[src/rtl/freq_detect_sequencer.sv]
// freq_detect_sequencer: runs the audio-command measurement cycle while the rover is stopped.
// The cycle is a settle interval, then three counting windows on mic edge pulses. The three
// counts are classified into a steering nibble, which is offered to the drive logic over a
// valid/ack handshake. The block also owns the reverse-mode flag.
// Optional feature macro: FREQ_SEQ_LOCKOUT_EN. When it is defined, a lockout counter limits
// how often band D may toggle reverse. When it is not defined, every band-D match toggles.
module freq_detect_sequencer #(
  parameter logic [27:0] PERIOD  = 28'd10000000,
  parameter logic [27:0] SETTLE  = 28'd1000000,
  parameter logic [31:0] LOCKOUT = 32'd50000000
) (
  input  logic       clock,
  input  logic       reset,
  input  logic       start,
  input  logic       mic_rise,
  input  logic [7:0] IP_sensors,
  input  logic       cmd_ack,
  output logic       cmd_valid,
  output logic [3:0] virtual_IPsensors,
  output logic       reverse,
  output logic       busy,
  output logic [2:0] state
);

  typedef enum logic [2:0] {
    S_IDLE     = 3'd0,
    S_SETTLE   = 3'd1,
    S_WIN0     = 3'd2,
    S_WIN1     = 3'd3,
    S_WIN2     = 3'd4,
    S_CLASSIFY = 3'd5,
    S_HOLD     = 3'd6
  } state_t;

  state_t      state_q, state_d;
  logic [27:0] cyc_q, cyc_d;
  logic [27:0] c0_q, c1_q, c2_q;
  logic [27:0] c0_d, c1_d, c2_d;
  logic [3:0]  cmd_q, cmd_d;
  logic        valid_q, valid_d;
  logic        rev_q, rev_d;
  logic        lockFree;
  logic        loadLock;
  logic        bandA, bandB, bandC, bandD;

  // True when a count lies inside the inclusive band [lo, hi]
  function automatic logic inBand(input logic [27:0] c, input logic [27:0] lo,
                                  input logic [27:0] hi);
    return (c >= lo) && (c <= hi);
  endfunction

`ifdef FREQ_SEQ_LOCKOUT_EN
  logic [31:0] lock_q, lock_d;

  // Lockout counter: reloaded on an accepted band-D toggle, otherwise counts down to zero
  always_comb begin
    lock_d = lock_q;
    if (loadLock) begin
      lock_d = LOCKOUT;
    end else if (lock_q != 32'd0) begin
      lock_d = lock_q - 32'd1;
    end
  end

  // Lockout counter register
  always_ff @(posedge clock or posedge reset) begin
    if (reset) begin
      lock_q <= 32'd0;
    end else begin
      lock_q <= lock_d;
    end
  end

  assign lockFree = (lock_q == 32'd0);
`else
  // Band D is never locked out in this build. LOCKOUT stays in the parameter list so that
  // both builds are instantiated in the same way.
  assign lockFree = 1'b1 | (LOCKOUT == 32'd0);
`endif

  // Next-state logic, including the abort path when start drops during measurement
  always_comb begin
    state_d = state_q;
    unique case (state_q)
      S_IDLE:     if (start) state_d = S_SETTLE;
      S_SETTLE:   if (!start) state_d = S_IDLE;
                  else if (cyc_q == SETTLE - 28'd1) state_d = S_WIN0;
      S_WIN0:     if (!start) state_d = S_IDLE;
                  else if (cyc_q == PERIOD - 28'd1) state_d = S_WIN1;
      S_WIN1:     if (!start) state_d = S_IDLE;
                  else if (cyc_q == PERIOD - 28'd1) state_d = S_WIN2;
      S_WIN2:     if (!start) state_d = S_IDLE;
                  else if (cyc_q == PERIOD - 28'd1) state_d = S_CLASSIFY;
      S_CLASSIFY: state_d = S_HOLD;
      S_HOLD:     if (cmd_ack && valid_q) state_d = S_IDLE;
      default:    state_d = S_IDLE;
    endcase
  end

  // The shared cycle counter restarts on every state change and only runs in timed states
  always_comb begin
    cyc_d = cyc_q + 28'd1;
    if (state_d != state_q || state_q == S_IDLE || state_q == S_HOLD) begin
      cyc_d = 28'd0;
    end
  end

  // Edge counters: cleared on entry to settle, each one counts only in its own window, saturating
  always_comb begin
    c0_d = c0_q;
    c1_d = c1_q;
    c2_d = c2_q;
    if (state_d == S_SETTLE && state_q != S_SETTLE) begin
      c0_d = 28'd0;
      c1_d = 28'd0;
      c2_d = 28'd0;
    end else if (mic_rise) begin
      if (state_q == S_WIN0 && c0_q != '1) c0_d = c0_q + 28'd1;
      if (state_q == S_WIN1 && c1_q != '1) c1_d = c1_q + 28'd1;
      if (state_q == S_WIN2 && c2_q != '1) c2_d = c2_q + 28'd1;
    end
  end

  // Classification of the three counts into a command, the reverse flag and the handshake
  always_comb begin
    bandA    = inBand(c0_q, 28'd46, 28'd59) && inBand(c1_q, 28'd46, 28'd59) &&
               inBand(c2_q, 28'd46, 28'd59);
    bandB    = inBand(c0_q, 28'd86, 28'd119) && inBand(c1_q, 28'd86, 28'd119) &&
               inBand(c2_q, 28'd86, 28'd119);
    bandC    = inBand(c0_q, 28'd181, 28'd219) && inBand(c1_q, 28'd181, 28'd219) &&
               inBand(c2_q, 28'd181, 28'd219);
    bandD    = inBand(c0_q, 28'd281, 28'd319) && inBand(c1_q, 28'd281, 28'd319) &&
               inBand(c2_q, 28'd281, 28'd319);
    cmd_d    = cmd_q;
    rev_d    = rev_q;
    valid_d  = valid_q;
    loadLock = 1'b0;
    if (state_q == S_CLASSIFY) begin
      valid_d = 1'b1;
      if (bandA) begin
        cmd_d = rev_q ? 4'b1001 : 4'b0110;
      end else if (bandB) begin
        cmd_d = rev_q ? 4'b0001 : 4'b1000;
      end else if (bandC) begin
        cmd_d = rev_q ? 4'b1000 : 4'b0001;
      end else if (bandD && lockFree) begin
        rev_d    = ~rev_q;
        loadLock = 1'b1;
        cmd_d    = rev_d ? IP_sensors[7:4] : IP_sensors[3:0];
      end else begin
        cmd_d = rev_q ? IP_sensors[7:4] : IP_sensors[3:0];
      end
    end else if (state_q == S_HOLD && cmd_ack && valid_q) begin
      valid_d = 1'b0;
    end
  end

  // State, counter and command registers
  always_ff @(posedge clock or posedge reset) begin
    if (reset) begin
      state_q <= S_IDLE;
      cyc_q   <= 28'd0;
      c0_q    <= 28'd0;
      c1_q    <= 28'd0;
      c2_q    <= 28'd0;
      cmd_q   <= 4'b0000;
      valid_q <= 1'b0;
      rev_q   <= 1'b0;
    end else begin
      state_q <= state_d;
      cyc_q   <= cyc_d;
      c0_q    <= c0_d;
      c1_q    <= c1_d;
      c2_q    <= c2_d;
      cmd_q   <= cmd_d;
      valid_q <= valid_d;
      rev_q   <= rev_d;
    end
  end

  assign cmd_valid         = valid_q;
  assign virtual_IPsensors = cmd_q;
  assign reverse           = rev_q;
  assign busy              = (state_q != S_IDLE);
  assign state             = state_q;

endmodule

[config.mk]
export PLATFORM = sky130hd
export DESIGN_NAME = freq_detect_sequencer
export DESIGN_NICKNAME = d
export VERILOG_FILES = /design/src/rtl/freq_detect_sequencer.sv
export SDC_FILE = /design/constraint.sdc
export NUM_CORES = 1
export LEC_CHECK = 0
export ABC_AREA = 1
export CORE_ASPECT_RATIO = 1.1
export CORE_MARGIN = 5
export CORE_UTILIZATION = 55
export CTS_CLUSTER_DIAMETER = 30
export DETAILED_ROUTE_END_ITERATION = 6
export PLACE_DENSITY_LB_ADDON = 0.12
export REMOVE_ABC_BUFFERS = 1
export SKIP_CTS_REPAIR_TIMING = 1
export SLEW_MARGIN = 20
export SYNTH_ARGS = -nofsm -noshare
export SYNTH_HDL_FRONTEND = slang
export SYNTH_SLANG_ARGS = --single-unit
[constraint.sdc]
create_clock -name clock -period 10.58 [get_ports clock]
set_input_delay 2.116 -clock clock [delete_from_list [all_inputs] [get_ports clock]]
set_output_delay 2.116 -clock clock [all_outputs]
set_load 0.03 [all_outputs]
==> impl_metrics.toml, run 1 <==
[timing]
rsz0062_at_grt = "no"
finalHoldViolCount = 0
slew_violations = 0
skew_ps = 8.46
finalCriticalPeriod_ps = 4040
relSlewSlack = 0.327
worst_pin_slew_ps = 1000
timing.fmax_mhz = 248
finalSetupTns_ps = 0
period_share = 0.382
setup_viol_count_final = 0

[worst_setup_path]
slowest_stage = "clkdlybuf4s50_1"
worstPathCellList = "nor2_1 -> inv_2 -> nor2_1 -> inv_2 -> clkdlybuf4s50_1"
path_class = "reg -> out"
worstPathRequired_ps = 8460
startpoint_type = "register"
crit_path_max_fanout = 9
arrival_ps = 1920
end_kind = "primary output"
cp_slowest_stage_delay_ps = 670

[route]
drc = 0
avgRoutedWirePerCell_um = 14.2
viasPerCell = 5.34
ant_nets = 0
num_vias = 7236
drtPass1Iterations = 5
drt_wl_total_um = 19200
drtIter0Drc = 507

[logic_synthesis]
synth_top_area_frac = 0.376
synth_ff_type = "dfrtp_1"
ys_ff_latch = 121
synth_area_leaders = "dfrtp_1 (38%), nand2_1 (10%), nor2_1 (7.9%), inv_1 (7.5%), xor2_1 (5.0%)"
synth-edff-count = 0
netlist_area_mm2 = 0.00805
syn_area_per_cell_um2 = 7.15
synthCells = 1127
yosys_warnings = 0
yosysSeqAreaShare = 0.376
async_reset_ff_frac = 1.00
ys_top_cells_by_count = "nand2_1 (221), nor2_1 (169), inv_1 (161)"
ys_types = 43
yosysMostFrequentCell = "nand2_1"
yosysTopAreaCell = "dfrtp_1"

[floorplan]
num_rows = 46
die_w_um = 125
io_pins = 23
core_mm2 = 0.0144
fp.dieArea_mm2 = 0.0172
initial_core_util = 0.560
die_y_um = 137

[power_and_ir_drop]
clkPwrFrac = 0.571
ir_worst_vdd_uv = 114
switching_share = 0.210
p_int_mw = 0.942
p_switching_mw = 0.251
powerDensity_mw_per_mm2 = 131
pwr-share-seq = 0.390
p_leak_nw = 3.89
p_comb_frac = 0.039

[clock_network]
htreeDepth = 4
clk_pin_slew_ps = 60
clock-sinks = 121
cts_buffers = 17
clockBufferDepth = 2
cts_tree = "done"
cts-root-buf = "clkbuf_16"
clk_latency_ps = 420

[cells_and_area]
stdcell_count = 1355
drive_above_1_share = 0.0868
design_area_mm2 = 0.00909
nets = 1176
area_growth_pct = 12.9
multi_input_area_mm2 = 0.00424
ff_latch_area_mm2 = 0.00303
antenna_cells = 0
fill_cells = 1312

[place]
hpwl_um = 13800
place_area_mm2 = 0.00839
io_buffers = 22
dp.cells = 1323
gp_congestion = 0.911

[global_routing]
grt_overflow_total = 0
grt_first_pass_wirelength_um = 32500
grt_usage = 0.233
antenna_found_initial = 0
grt_max_degree = 82
grt_pass1_vias = 6989

[worst_hold_path]
hold_class = "reg -> reg"

[flow_run]
max_cap_violations = 0

[outcome]
status = "finished clean"
==> critical path, delay by kind of cell, from the launching register on <==
family	cells	cell delay [ps]
and+or+nand+nor	2	160
DFF	1	500
buffers and inverters	3	850
==> through the flow <==
stage	setup WS (ps)	utilization	total power, mW	hold WS (ps)
detailed placement	6350	0.583	0.521	466
global route	6420	0.632	1.23	513
floorplan	5250	-	0.502	444
CTS	6520	0.632	1.21	472
finish	6540	0.632	1.19	472
global placement	6430	0.583	0.521	462
==> kinds of logic (layout without fill, tap and decap cells) <==
logic type | after synthesis | count (layout) | synth area share
xor+xnor | 50 | 50 | 0.0544
compound gates | 117 | 117 | 0.0811
buf+inv | 192 | 228 | 0.0976
fa+ha+maj | 13 | 13 | 0.0202
flops | 121 | 121 | 0.376
simple gates | 634 | 634 | 0.371
==> layout make-up <==
class | instances | area share
flip-flops and latches | 121 | 0.333
clock inverters | 11 | 0.0237
inverters | 171 | 0.0709
multi-input cells | 814 | 0.466
repair buffers | 25 | 0.0271
well taps | 192 | 0.0264
clock buffers | 21 | 0.0528
==> flip-flops by register name (all words and copies together) (netlist names) <==
signal and flops:
c2_q 28, reverse 1, cyc_q 28, c1_q 28, cmd_valid 1, virtual_IPsensors 4, c0_q 28, state 3
==> cell usage in the layout, fill, tap and decap left out, types with 7 or more instances in the layout <==
cell type / n
a21oi_1: 42
ha_1: 13
nor4_1: 8
o21ai_0: 49
nor2_1: 169
clkdlybuf4s50_1: 22
nor2_2: 7
nor3_1: 63
inv_2: 10
nand2_2: 8
xor2_1: 46
inv_1: 160
nand2_1: 221
clkbuf_16: 17
nand3_1: 70
dfrtp_1: 121
nor3_2: 28
nand4_1: 37
==> routing by layer <==
layer | vias to the layer above | wire length (µm) | track usage
met5 | - | 0 | 0
met3 | 40 | 708 | 0.0375
met2 | 151 | 9500 | 0.408
met4 | 0 | 471 | 0.0934
li1 | 3699 | - | -
met1 | 3346 | 8560 | 0.290
==> power groups by stage <==
stage / combinational (mW) / sequential (mW) / clock [mW]
6_report: 0.0471 / 0.465 / 0.681
5_1_grt: 0.0533 / 0.465 / 0.716
4_1_cts: 0.0485 / 0.465 / 0.693
3_5_place_dp: 0.0483 / 0.473 / 0
3_3_place_gp: 0.0478 / 0.473 / 0
2_1_floorplan: 0.0286 / 0.473 / 0
==> path summary, 6_finish.rpt <==
kind                          start         to  slack (ps)  cells past startpoint
setup / recovery           state[1]       busy        6540                      5
hold / removal             cyc_q[0]   cyc_q[0]         470                      1
setup reg to reg           state[2]   cyc_q[2]        7850                      8
hold reg to reg            cyc_q[0]   cyc_q[0]         470                      1
max in group asynchronous     reset  cyc_q[22]        7380                      3
min in group asynchronous     reset   c0_q[21]        2110                      2
No activity file was read; power rests on OpenSTA's default activity.
==> run 2: changes to the inputs <==
clock period = 3.77 ns   (was 10.58 ns; I/O delays follow)
==> run 2 against run 1 <==
Non-clock buffer count increased by 2; register-to-register slack lost 6800 ps; total power grew to 2.6 times the previous value; clock-buffer cell count up 4; critical path depth grew 10; global-route usage grew 0.23 points; critical path type is now reg -> reg; critical endpoint is now c2_q[22]; highest routed layer unchanged.
==> impl_metrics.toml, run 2 (synthesis gave the netlist of run 1 again) <==
[power_and_ir_drop]
p_int_mw = 2.48
ir_worst_vdd_uv = 284
p_leak_nw = 3.86
pwr-share-seq = 0.413
switching_share = 0.216
clkPwrFrac = 0.544
p_comb_frac = 0.043
powerDensity_mw_per_mm2 = 349
p_switching_mw = 0.681

[clock_network]
cts-root-buf = "clkbuf_16"
htreeDepth = 4
clockBufferDepth = 2
cts_buffers = 17
clk_pin_slew_ps = 50
clock-sinks = 121
cts_tree = "done"
clk_latency_ps = 420

[place]
place_area_mm2 = 0.00842
gp_congestion = 0.913
dp.cells = 1325
hpwl_um = 14000
io_buffers = 22
dp_slack_ps = 801

[global_routing]
grt_pass1_vias = 7037
grt_overflow_total = 0
grt_first_pass_wirelength_um = 32800
grt_usage = 0.235
antenna_found_initial = 0
grt_max_degree = 82

[outcome]
status = "finished clean"

[floorplan]
die_y_um = 137
num_rows = 46
io_pins = 23
core_mm2 = 0.0144
die_w_um = 125
fp.dieArea_mm2 = 0.0172
initial_core_util = 0.560

[worst_hold_path]
hold_class = "reg -> reg"
min_delay_path_depth = 1
worst_hold_path.endpoint = "cyc_q[0]"
min-delay-start = "cyc_q[0]"

[cells_and_area]
final_common_cell = "nand2_1"
drive_above_1_share = 0.0859
fill_cells = 1348
design_area_mm2 = 0.00905
layout_common_cells = "nand2_1 (221), nor2_1 (169), inv_1 (160)"
area_growth_pct = 12.4
antenna_cells = 0
nets = 1178
stdcell_count = 1356

[timing]
whs_ps = 467
period_share = 0.717
finalCriticalPeriod_ps = 2700
rsz0062_at_grt = "no"
worst_slack_ps = 1070
relSlewSlack = 0.619
skew_ps = 7.88
setup_viol_count_final = 0
timing.fmax_mhz = 370
slew_violations = 0
finalHoldViolCount = 0
worst_pin_slew_ps = 570

[route]
ant_nets = 0
num_vias = 7279
viasPerCell = 5.37
drtIter0Drc = 536
drtPass1Iterations = 5
drc = 0
drt_wl_total_um = 19400
avgRoutedWirePerCell_um = 14.3

[worst_setup_path]
end_kind = "register"
worstSetupStartpoint = "c2_q[3]"
arrival_ps = 3060
path_class = "reg -> reg"
r2r_slack_ps = 1070
startpoint_type = "register"
crit_path_max_fanout = 12
rr_startpoint = "c2_q[3]"
worstPathRequired_ps = 4120
rr_endpoint = "c2_q[22]"
r2r_cells = 15

[flow_run]
max_cap_violations = 0
[run 2: changes by cell type in the layout (fill, tap and decap cells not counted), sizes merged]
cell,change
clkinvlp,+1
clkbuf,+4
clkinv,-3
bufinv,-3
buf,+2
[run 2: critical path: stages, from the launching register on]
cell and delay, ps:
dfrtp_1 470, nand2_1 140, inv_1 60, nand2_1 130
nor2_1 50, nand2_1 110, nor2_1 80, nand3_1 90
nand3_1 410, inv_2 340, nor2_1 110, nor3_1 260
nand3_1 160, nand2_1 90, nand2_1 40, nor2_1 80
[run 2: stage by stage]
stage	total power, mW	util	TNS (ps)
global route	3.26	0.629	0
global placement	1.46	0.585	0
CTS	3.18	0.629	0
detailed placement	1.47	0.585	0
finish	3.16	0.629	0
floorplan	1.41	-	-23980
[run 2: how the worst max path moves through the flow]
stage	end	depth (start not counted)
final	c2_q[22]	15
after global routing	c2_q[22]	15
after CTS	c2_q[22]	15
after detailed placement	c0_q[27]	8
after global placement	c0_q[27]	8
after floorplan	c0_q[0]	1
[run 2: power by group through the flow]
stage	Combinational, mW	Sequential [mW]	Clock [mW]
4_1_cts	0.138	1.30	1.74
2_1_floorplan	0.0803	1.33	0
3_5_place_dp	0.138	1.33	0
5_1_grt	0.151	1.30	1.80
6_report	0.134	1.30	1.72
3_3_place_gp	0.136	1.33	0
[run 2: cell type report]
type                            count  area, µm²  share of cell area
Tap cell                          192        240              0.0266
Clock inverter                      6        110              0.0122
Inverter                          171        644              0.0712
Sequential cell                   121       3030               0.335
Multi-Input combinational cell    814       4240               0.469
Timing Repair Buffer               27        270              0.0299
Clock buffer                       25        515              0.0570
[run 2: layer usage]
metal  GRT usage  routed length (µm)
met1       0.290                8580
met2       0.422                9810
met3      0.0379                 669
met4      0.0813                 374
met5           0                   0
==> run 3: changes to the inputs <==
clock period = 2.24 ns   (was 3.77 ns; I/O delays follow)
==> run 3 against run 2 <==
Largest power group unchanged; clock power rose by 65%; cell count increased by 3.8%; die area unchanged; non-clock buffer count is 50 higher; hold slack worse by 150 ps; critical path depth shrank 4; total power rose by 68%; combinational power increased by 95%; design area is 5.6% higher; sequential share of layout area fell by 1.8 points; global-route usage grew 0.69 points.
==> impl_metrics.toml, run 3 (synthesis gave the netlist of run 1 again) <==
[outcome]
status = "finished clean"

[timing]
whs_ps = 315
timing.fmax_mhz = 477
skew_ps = 10.0
slew_violations = 0
worst_slack_ps = 142
setup_viol_count_final = 0
finalCriticalPeriod_ps = 2100
period_share = 0.937
relSlewSlack = 0.661
worst_pin_slew_ps = 508
finalHoldViolCount = 0

[clock_network]
clockBufferDepth = 2
clk_pin_slew_ps = 60
cts-root-buf = "clkbuf_16"
clk_latency_ps = 420
htreeDepth = 4
clock-sinks = 121
cts_buffers = 17
cts_tree = "done"

[cells_and_area]
fill_cells = 1318
layout_common_cells = "nand2_1 (220), nor2_1 (161), inv_1 (159)"
antenna_cells = 0
final_common_cell = "nand2_1"
nets = 1228
drive_above_1_share = 0.139
area_growth_pct = 18.6
stdcell_count = 1407

[worst_setup_path]
worstPathRequired_ps = 2540
crit_path_max_fanout = 3
r2r_slack_ps = 140
cp_slowest_stage_delay_ps = 400
slowest_stage = "dfrtp_1"
end_kind = "register"
arrival_ps = 2400
worstPathCellList = "ha_4 -> nand3_2 -> nor2_2 -> inv_2 -> nor2_4 -> nand2_1 -> nor3_1 -> nand3_1 -> nor3_1 -> xor2_1 -> nor3_2"
startpoint_type = "register"
cp_common_cell = "nor3_1"
path_class = "reg -> reg"

[floorplan]
die_w_um = 125
die_y_um = 137
io_pins = 23
core_mm2 = 0.0144
initial_core_util = 0.560
fp.dieArea_mm2 = 0.0172
num_rows = 46

[power_and_ir_drop]
powerDensity_mw_per_mm2 = 554
total_power_mw = 5.29
p_leak_nw = 4.14
ir_worst_vdd_uv = 498

[global_routing]
use_met2 = 0.420
antenna_found_initial = 0
grt_util_met3 = 0.0398
grt_max_degree = 62
grt_first_pass_wirelength_um = 34000
use_met1 = 0.307
grt_overflow_total = 0
grt_pass1_vias = 7268
grt_usage = 0.242
grt.busiest_layer = "met2"

[worst_hold_path]
hold_class = "in -> async"

[route]
drc = 0
drtPass1Iterations = 5
drtIter0Drc = 514
viasPerCell = 5.33
drt_wl_total_um = 20000
num_vias = 7496
avgRoutedWirePerCell_um = 14.2
ant_nets = 0

[place]
hpwl_um = 14900
dp_slack_ps = -53.8
gp_congestion = 0.939
io_buffers = 22
dp.cells = 1371

[flow_run]
max_cap_violations = 0
-- run 3: cell types whose count changed in the layout (fill, tap and decap cells not counted), sizes merged --
cell           change
clkinvlp           +1
clkinv             +4
buf               +50
dlymetal6s2s       +1
clkbuf             -4
clkdlybuf4s50      -1
-- run 3: area by class of cell --
type / instances / area (µm²) / share of cell area
clock inverter: 11 / 145 / 0.0152
clock buffer: 21 / 470 / 0.0492
multi-input combinational: 814 / 4310 / 0.452
tap: 192 / 240 / 0.0251
timing repair buffer: 77 / 711 / 0.0744
inverter: 171 / 644 / 0.0674
sequential: 121 / 3030 / 0.317
-- run 3: metrics by stage --
stage / cell area [µm²] / utilization / TNS (ps)
after floorplan: 7910 / - / -184370
after global placement: 8830 / 0.614 / 0
after detailed placement: 8830 / 0.614 / -224
after CTS: 9450 / 0.656 / -119
after global routing: 9550 / 0.664 / -19.3
final: 9550 / 0.664 / 0
-- run 3: path summary, 6_finish.rpt --
path / startpoint / endpoint / depth (start not counted)
worst max register to register: cyc_q[0] / cyc_q[24] / 11
worst max-delay path: cyc_q[0] / cyc_q[24] / 11
min in group clock: virtual_IPsensors[3] / virtual_IPsensors[3] / 2
worst min-delay path: reset / c0_q[12] / 2
max in group asynchronous: reset / c1_q[24] / 3
worst min register to register: virtual_IPsensors[3] / virtual_IPsensors[3] / 2
-- run 3: per-layer routing --
layer / wire length, µm / vias to the layer above / share of wire
li1: - / 3793 / -
met1: 8790 / 3471 / 0.44
met2: 9670 / 186 / 0.48
met3: 913 / 46 / 0.046
met4: 588 / 0 / 0.029
met5: 0 / - / 0
-- run 3: where the power goes --
group / switching (mW) / internal, mW
Sequential: 0.00534 / 2.19
Combinational: 0.177 / 0.0836
Clock: 0.999 / 1.83
Total: 1.18 / 4.11
-- run 3: critical path, delay by kind of cell (launching register included) --
family | cells | cell delay, ps
AND/OR/NAND/NOR | 8 | 1090
buffers and inverters | 1 | 70
adder cells (fa/ha/maj) | 1 | 190
XOR/XNOR | 1 | 220
flip-flops | 1 | 400
